==> config.mk <==
export PLATFORM = sky130hd
export DESIGN_NAME = stopwatch_bcd
export DESIGN_NICKNAME = d
export VERILOG_FILES = /design/src/rtl/stopwatch_pkg.sv /design/src/rtl/bcd_digit.sv /design/src/rtl/stopwatch_bcd.sv
export SDC_FILE = /design/constraint.sdc
export NUM_CORES = 1
export LEC_CHECK = 0
export CAP_MARGIN = 20
export CORE_ASPECT_RATIO = 0.8
export CORE_MARGIN = 4
export CORE_UTILIZATION = 40
export CTS_CLUSTER_DIAMETER = 120
export DETAILED_ROUTE_END_ITERATION = 10
export PLACE_DENSITY_LB_ADDON = 0.12
export REMOVE_ABC_BUFFERS = 1
export SETUP_SLACK_MARGIN = 0.15
export SLEW_MARGIN = 20
export SYNTH_ARGS = -nofsm -noshare
export SYNTH_HDL_FRONTEND = slang
export SYNTH_SLANG_ARGS = --single-unit
==> constraint.sdc <==
create_clock -name clk -period 2.4 [get_ports clk]
set_clock_uncertainty 0.05 [all_clocks]
set_input_delay 0.24 -clock clk [delete_from_list [all_inputs] [get_ports clk]]
set_output_delay 0.24 -clock clk [all_outputs]
set_load 0.03 [all_outputs]
==> src/rtl/stopwatch_pkg.sv <==
//------------------------------------------------------------------------------
// Module   : stopwatch_pkg
// Brief    : Shared types and constants for the BCD minutes:seconds stopwatch.
// Revision : 1.0 - initial release
//------------------------------------------------------------------------------
`default_nettype none

package stopwatch_pkg;

   // Control state of the stopwatch.
   typedef enum logic [1:0] {
      IDLE   = 2'd0,
      RUN    = 2'd1,
      PAUSED = 2'd2
   } sw_state_t;

   // One packed BCD digit.
   typedef logic [3:0] bcd_t;

   // Highest value held by the seconds-tens digit.
   localparam bcd_t SEC_TENS_MAX = 4'd5;
   // Highest value held by any other digit.
   localparam bcd_t DIGIT_MAX    = 4'd9;

   // Roll-over value of digit position idx (0 = sec units ... 3 = min tens).
   function automatic bcd_t digit_max(input int idx);
      return (idx == 1) ? SEC_TENS_MAX : DIGIT_MAX;
   endfunction

endpackage : stopwatch_pkg

`default_nettype wire

==> src/rtl/bcd_digit.sv <==
//------------------------------------------------------------------------------
// Module   : bcd_digit
// Brief    : Single BCD counter digit that rolls over after MAX and raises a
//            combinational carry on the increment that causes the roll-over.
// Revision : 1.0 - initial release
//------------------------------------------------------------------------------
`default_nettype none

module bcd_digit
   import stopwatch_pkg::*;
#(
   parameter bcd_t MAX = DIGIT_MAX
) (
   input  logic clk,
   input  logic rst,
   input  logic inc,
   input  logic clr,
   output bcd_t value,
   output logic carry
);

   bcd_t r_value;

   // Digit register: clear has priority over increment, wrap after MAX.
   always_ff @(posedge clk or posedge rst) begin
      if (rst) begin
         r_value <= '0;
      end else if (clr) begin
         r_value <= '0;
      end else if (inc) begin
         r_value <= (r_value == MAX) ? 4'd0 : r_value + 4'd1;
      end
   end

   assign value = r_value;
   assign carry = inc && (r_value == MAX);

endmodule : bcd_digit

`default_nettype wire

==> src/rtl/stopwatch_bcd.sv <==
//------------------------------------------------------------------------------
// Module   : stopwatch_bcd
// Brief    : BCD minutes:seconds stopwatch driven by a one-cycle tick pulse,
//            with start/stop and clear control, wrap or saturate at the top
//            count. Optional lap freeze enabled by macro STOPWATCH_LAP_EN.
// Revision : 1.0 - initial release
//------------------------------------------------------------------------------
`default_nettype none

module stopwatch_bcd
   import stopwatch_pkg::*;
#(
   parameter int MAX_MIN  = 59,
   parameter bit SATURATE = 1'b0
) (
   input  logic        clk,
   input  logic        rst,
   input  logic        tick,
   input  logic        start_stop,
   input  logic        clear,
`ifdef STOPWATCH_LAP_EN
   input  logic        lap,
   output logic        lap_active,
`endif
   output logic [15:0] digits,
   output logic        running,
   output logic        rollover
);

   // Top minutes value split into its two BCD digits.
   localparam bcd_t C_MAX_MIN_TENS  = bcd_t'(MAX_MIN / 10);
   localparam bcd_t C_MAX_MIN_UNITS = bcd_t'(MAX_MIN % 10);

   sw_state_t   r_state;
   sw_state_t   w_state_next;
   logic        r_rollover;

   bcd_t        w_digit [4];   // 0 = sec units, 1 = sec tens, 2 = min units, 3 = min tens
   logic [3:0]  w_inc;
   logic [3:0]  w_carry;
   logic        w_unused_top_carry;

   logic        w_tick_run;
   logic        w_at_max;
   logic        w_count_en;
   logic        w_wrap;
   logic        w_zero;
   logic [15:0] w_live;

   assign w_tick_run = (r_state == RUN) && tick;
   assign w_at_max   = (w_digit[3] == C_MAX_MIN_TENS)  &&
                       (w_digit[2] == C_MAX_MIN_UNITS) &&
                       (w_digit[1] == SEC_TENS_MAX)    &&
                       (w_digit[0] == DIGIT_MAX);

   // At the top count the chain is never incremented; wrap clears it instead.
   assign w_count_en = w_tick_run && !w_at_max;
   assign w_wrap     = w_tick_run && w_at_max && !SATURATE;
   // Clear only acts outside RUN; in RUN start_stop owns the cycle.
   assign w_zero     = ((r_state != RUN) && clear) || w_wrap;

   // The minutes-tens carry can never fire because the top-count check stops
   // counting first; it is tied off here.
   assign w_unused_top_carry = w_carry[3];

   genvar gi;
   generate
      for (gi = 0; gi < 4; gi++) begin : g_digit
         if (gi == 0) begin : g_lsd
            assign w_inc[gi] = w_count_en;
         end else begin : g_chain
            assign w_inc[gi] = w_carry[gi-1];
         end

         bcd_digit #(
            .MAX (digit_max(gi))
         ) u_digit (
            .clk   (clk),
            .rst   (rst),
            .inc   (w_inc[gi]),
            .clr   (w_zero),
            .value (w_digit[gi]),
            .carry (w_carry[gi])
         );
      end
   endgenerate

   assign w_live = {w_digit[3], w_digit[2], w_digit[1], w_digit[0]};

   // State register.
   always_ff @(posedge clk or posedge rst) begin
      if (rst) begin
         r_state <= IDLE;
      end else begin
         r_state <= w_state_next;
      end
   end

   // Next-state logic: clear beats start outside RUN, start_stop beats clear in RUN.
   always_comb begin
      w_state_next = r_state;
      case (r_state)
         IDLE: begin
            if (!clear && start_stop) begin
               w_state_next = RUN;
            end
         end
         RUN: begin
            if (start_stop || (w_tick_run && w_at_max && SATURATE)) begin
               w_state_next = PAUSED;
            end
         end
         PAUSED: begin
            if (clear) begin
               w_state_next = IDLE;
            end else if (start_stop) begin
               w_state_next = RUN;
            end
         end
         default: begin
            w_state_next = IDLE;
         end
      endcase
   end

   // Rollover pulse lines up with the first cycle showing the wrapped/held count.
   always_ff @(posedge clk or posedge rst) begin
      if (rst) begin
         r_rollover <= 1'b0;
      end else begin
         r_rollover <= w_tick_run && w_at_max;
      end
   end

   assign running  = (r_state == RUN);
   assign rollover = r_rollover;

`ifdef STOPWATCH_LAP_EN
   logic        r_lap_active;
   logic [15:0] r_snapshot;

   // Lap freeze: toggled by lap in RUN, released when heading to IDLE.
   always_ff @(posedge clk or posedge rst) begin
      if (rst) begin
         r_lap_active <= 1'b0;
         r_snapshot   <= '0;
      end else if (w_state_next == IDLE) begin
         r_lap_active <= 1'b0;
      end else if ((r_state == RUN) && lap) begin
         r_lap_active <= !r_lap_active;
         if (!r_lap_active) begin
            r_snapshot <= w_live;
         end
      end
   end

   assign lap_active = r_lap_active;
   assign digits     = r_lap_active ? r_snapshot : w_live;
`else
   assign digits     = w_live;
`endif

endmodule : stopwatch_bcd

`default_nettype wire

==> flow_results.org <==
** Synthesis
- In the synthesized netlist the dominant register cell turns out to be sky130_fd_sc_hd__dfrtp_1.
- The synthesized design contains 19 register bits.
- Yosys mapped a number of flops with a built-in enable equal to 0.
- Averaged over all synthesized cells, the footprint is 9.60 µm².
- Sequential element share of the synthesized area :: 0.434
- Syn. warnings :: 0
- Cells after Synth :: 114
- After synthesis, the netlist uses 40 different library cells.
- Area of the mapped netlist :: 1090 µm²
- In the synthesized netlist the async set-or-reset flop fraction comes to 1.00.

** Critical path
- Crit Path Class :: flop to primary output
- Critical path buffer and inverter count :: 2
- In this run the worst path has a maximum fanout of 6.
- The worst register-to-register path begins at g_digit[0].u_digit.value[1].
- Walking the worst path, the cells encountered are nand2b_1, inv_1, clkdlybuf4s50_1.
- For this run, the slowest stage of the critical path takes 0.69 ns.
- CP startpoint kind :: flop
- The setup check on the worst reg-to-reg path leaves a slack of 0.52 ns.
- Slowest stage cell, crit path :: sky130_fd_sc_hd__clkdlybuf4s50_1
- Worst reg-to-reg path cell count :: 6
- Worst endpoint data arrival time :: 1.75 ns
- Required time at the endpoint of the critical path :: 2.11 ns
- Sort of element at the end of the critical path :: primary output
- Cell type group with the largest total delay on the critical path :: buffers and inverters
- In this run the critical register-to-register path is captured at g_digit[2].u_digit.value[2].

** Timing
- Count of final setup violators :: 0
- Summed over all failing endpoints, the final setup total negative slack is 0 ns.
- The number of hold violations in the final report was 0.
- Measured against its own limit, the worst slew margin works out to 0.496.
- The total count of max-transition violations in the final report was 0.
- Unrepaired setup endpoints after global routing :: no
- Fmax :: 0.490 GHz
- Once routing completed, OpenROAD measured the worst setup slack at 0.358 ns.
- Slew of the pin with the lowest slew margin :: 0.755 ns
- Hold is met by 0.305 ns.
- The worst path needs 2.04 ns of the cycle, external delays included.
- Dividing the final minimum period by the clock period gives 0.851.

** Floorplanning
- The floorplan step defined a die boundary enclosing 3640 µm².
- 23 I/O pins were placed.
- The initial utilization of the core area, before any placement, comes to 0.434.
- The region available for standard cell placement spans 2520 µm².
- The floorplan step set the die width to 66.5 µm.
- FP Rows :: 16
- In this run the vertical extent of the chip is 54.8 µm.

** Clock network
- For this design, the CTS-stage hold fixing added 0 buffers.
- Clock latency on the worst-skew pair, taken at its later pin, is 0.30 ns.
- Counting the buffers created by CTS gives 3.
- For this design, the sink count on the clock tree is 19.
- CTS tree :: built
- Post-CTS sizing :: 0
- H-tree depth :: 1
- Post-CTS Repair Setup Buffers :: 0
- Clock transition at the register clock pins on the worst setup and hold paths after CTS :: 0.11 ns
- Worst-case clock buffer depth :: 2
- Clock tree synthesis selected as its root buffer the cell sky130_fd_sc_hd__clkbuf_4.

** Job
- Max-cap violations in this run came to 0.

** Placement
- Area post-placement :: 1360 µm²
- Final HPWL from detailed placement :: 1750 µm
- Final RePlAce weighted congestion :: 0.796
- The count of buffers added on input and output ports is 22.
- At the placement stage, the worst setup path has a slack of 0.429 ns.

** Detailed routing
- For this block, the initial DRC count from the detailed router was 46.
- Remaining antenna violation count :: 0
- Vias per cell :: 5.20
- The first detailed-routing pass took 4 iterations.
- In the final routed layout, each cell accounts on average for 13.8 µm.
- Drt drc :: 0
- Count of vias placed by the detailed router :: 905
- Total Wirelength :: 2400 µm

** Cells and area
- After routing the design area is 1380 µm².
- In the final design database the tool counted 150 nets.
- The repair_antennas step left the layout with diodes totalling 0.
- Leaving out fill and tap cells, the most frequent cell in the layout is sky130_fd_sc_hd__clkdlybuf4s50_1.
- FILL cells :: 254
- Synth-to-Final Area Change :: 26.4%
- Commonest cells after routing, fill and taps aside :: 22 x sky130_fd_sc_hd__clkdlybuf4s50_1, 19 x sky130_fd_sc_hd__dfrtp_1, 12 x sky130_fd_sc_hd__o21ai_0
- Fraction of layout instances using a drive strength above 1 :: 0.116

** GRT
- Total routing resource utilization after global routing :: 0.148
- Vias in the first global route :: 889
- Wire length of the first global-routing pass :: 4080 µm
- After global routing the overflow that remains totals 0.
- The number of antenna violations at the first check in global routing was 0.
- Entering global routing, the biggest net connects 20 pins.

** Hold path
- Min-delay worst type :: input port to asynchronous set/reset pin

** Pwr
- Power per unit of standard cell area :: 500 nW/µm²
- IR analysis of the VDD net gives a maximum drop of 0.000306 V.
- Leakage :: 0.605 nW

** Run status
- Result of the run :: finished, final reports clean
routing by layer:
metal / GRT usage / part of all wire / vias to the layer above
met2: 0.229 / 0.40 / 17
met4: 0.0270 / 0.0042 / 0
met3: 0.0452 / 0.039 / 2
li1: - / - / 459
met5: 0 / 0 / -
met1: 0.207 / 0.55 / 427
cell usage after synthesis (all sizes together) (2+ instances only):
| cell type | n | area share |
|---|---|---|
| clkbuf | 2 | 0.0080 |
| inv | 7 | 0.024 |
| nand4 | 3 | 0.017 |
| nand3 | 4 | 0.018 |
| a32o | 2 | 0.018 |
| nor2 | 8 | 0.027 |
| and3b | 4 | 0.034 |
| nand2b | 3 | 0.017 |
| dfrtp | 19 | 0.43 |
| buf | 2 | 0.0091 |
| or4 | 2 | 0.017 |
| a211oi | 2 | 0.018 |
| and2 | 2 | 0.011 |
| and3 | 2 | 0.013 |
| nand2 | 10 | 0.041 |
| ha | 6 | 0.069 |
| o21ai | 12 | 0.055 |
| mux2i | 3 | 0.027 |
| a21oi | 6 | 0.027 |
worst max-delay path by stage:
stage / start / endpoint / slack, ns / depth (start not counted)
2_1_floorplan: g_digit[0].u_digit.value[0] / g_digit[2].u_digit.value[2] / 0.48 / 5
3_3_place_gp: tick / g_digit[2].u_digit.value[2] / 0.47 / 5
3_5_place_dp: tick / g_digit[2].u_digit.value[2] / 0.43 / 5
4_1_cts: r_state[1] / running / 0.35 / 3
5_1_grt: r_state[1] / running / 0.26 / 3
6_report: r_state[1] / running / 0.36 / 3
per-stage QoR:
stage                     power, mW  utilization  cells
after floorplan               0.460            -    110
after global placement        0.530        0.538    170
final                         0.692        0.549    174
after CTS                     0.702        0.549    174
after detailed placement      0.532        0.538    170
after global routing          0.740        0.549    174
kinds of logic after synthesis:
family,count (synthesis),synth area share
buffers and inverters,11,0.0411
adder cells (fa/ha/maj),6,0.0686
flip-flops,19,0.434
AND/OR/NAND/NOR,47,0.261
XOR/XNOR,1,0.00800
multiplexers,4,0.0377
AO/OA/AOI/OAI,26,0.150
layout make-up:
class / instances / area [µm²] / area share
Clock buffer: 3 / 22.5 / 0.0163
Inverter: 7 / 26.3 / 0.0190
Timing Repair Buffer: 24 / 235 / 0.170
Tap cell: 36 / 45.0 / 0.0325
Sequential cell: 19 / 475 / 0.344
Clock inverter: 1 / 5.00 / 0.00362
Multi-Input combinational cell: 84 / 574 / 0.415
registers in the layout, summed over array words and instances, names as in the netlist:
signal,flops
rollover,1
r_state,2
g_digit.u_digit.value,16
where the power goes:
part / internal (mW) / switching (mW)
clock: 0.0621 / 0.103
combinational: 0.0674 / 0.0956
sequential: 0.338 / 0.0248
total: 0.468 / 0.224
Note: power is estimated with default switching activity, not from simulation.
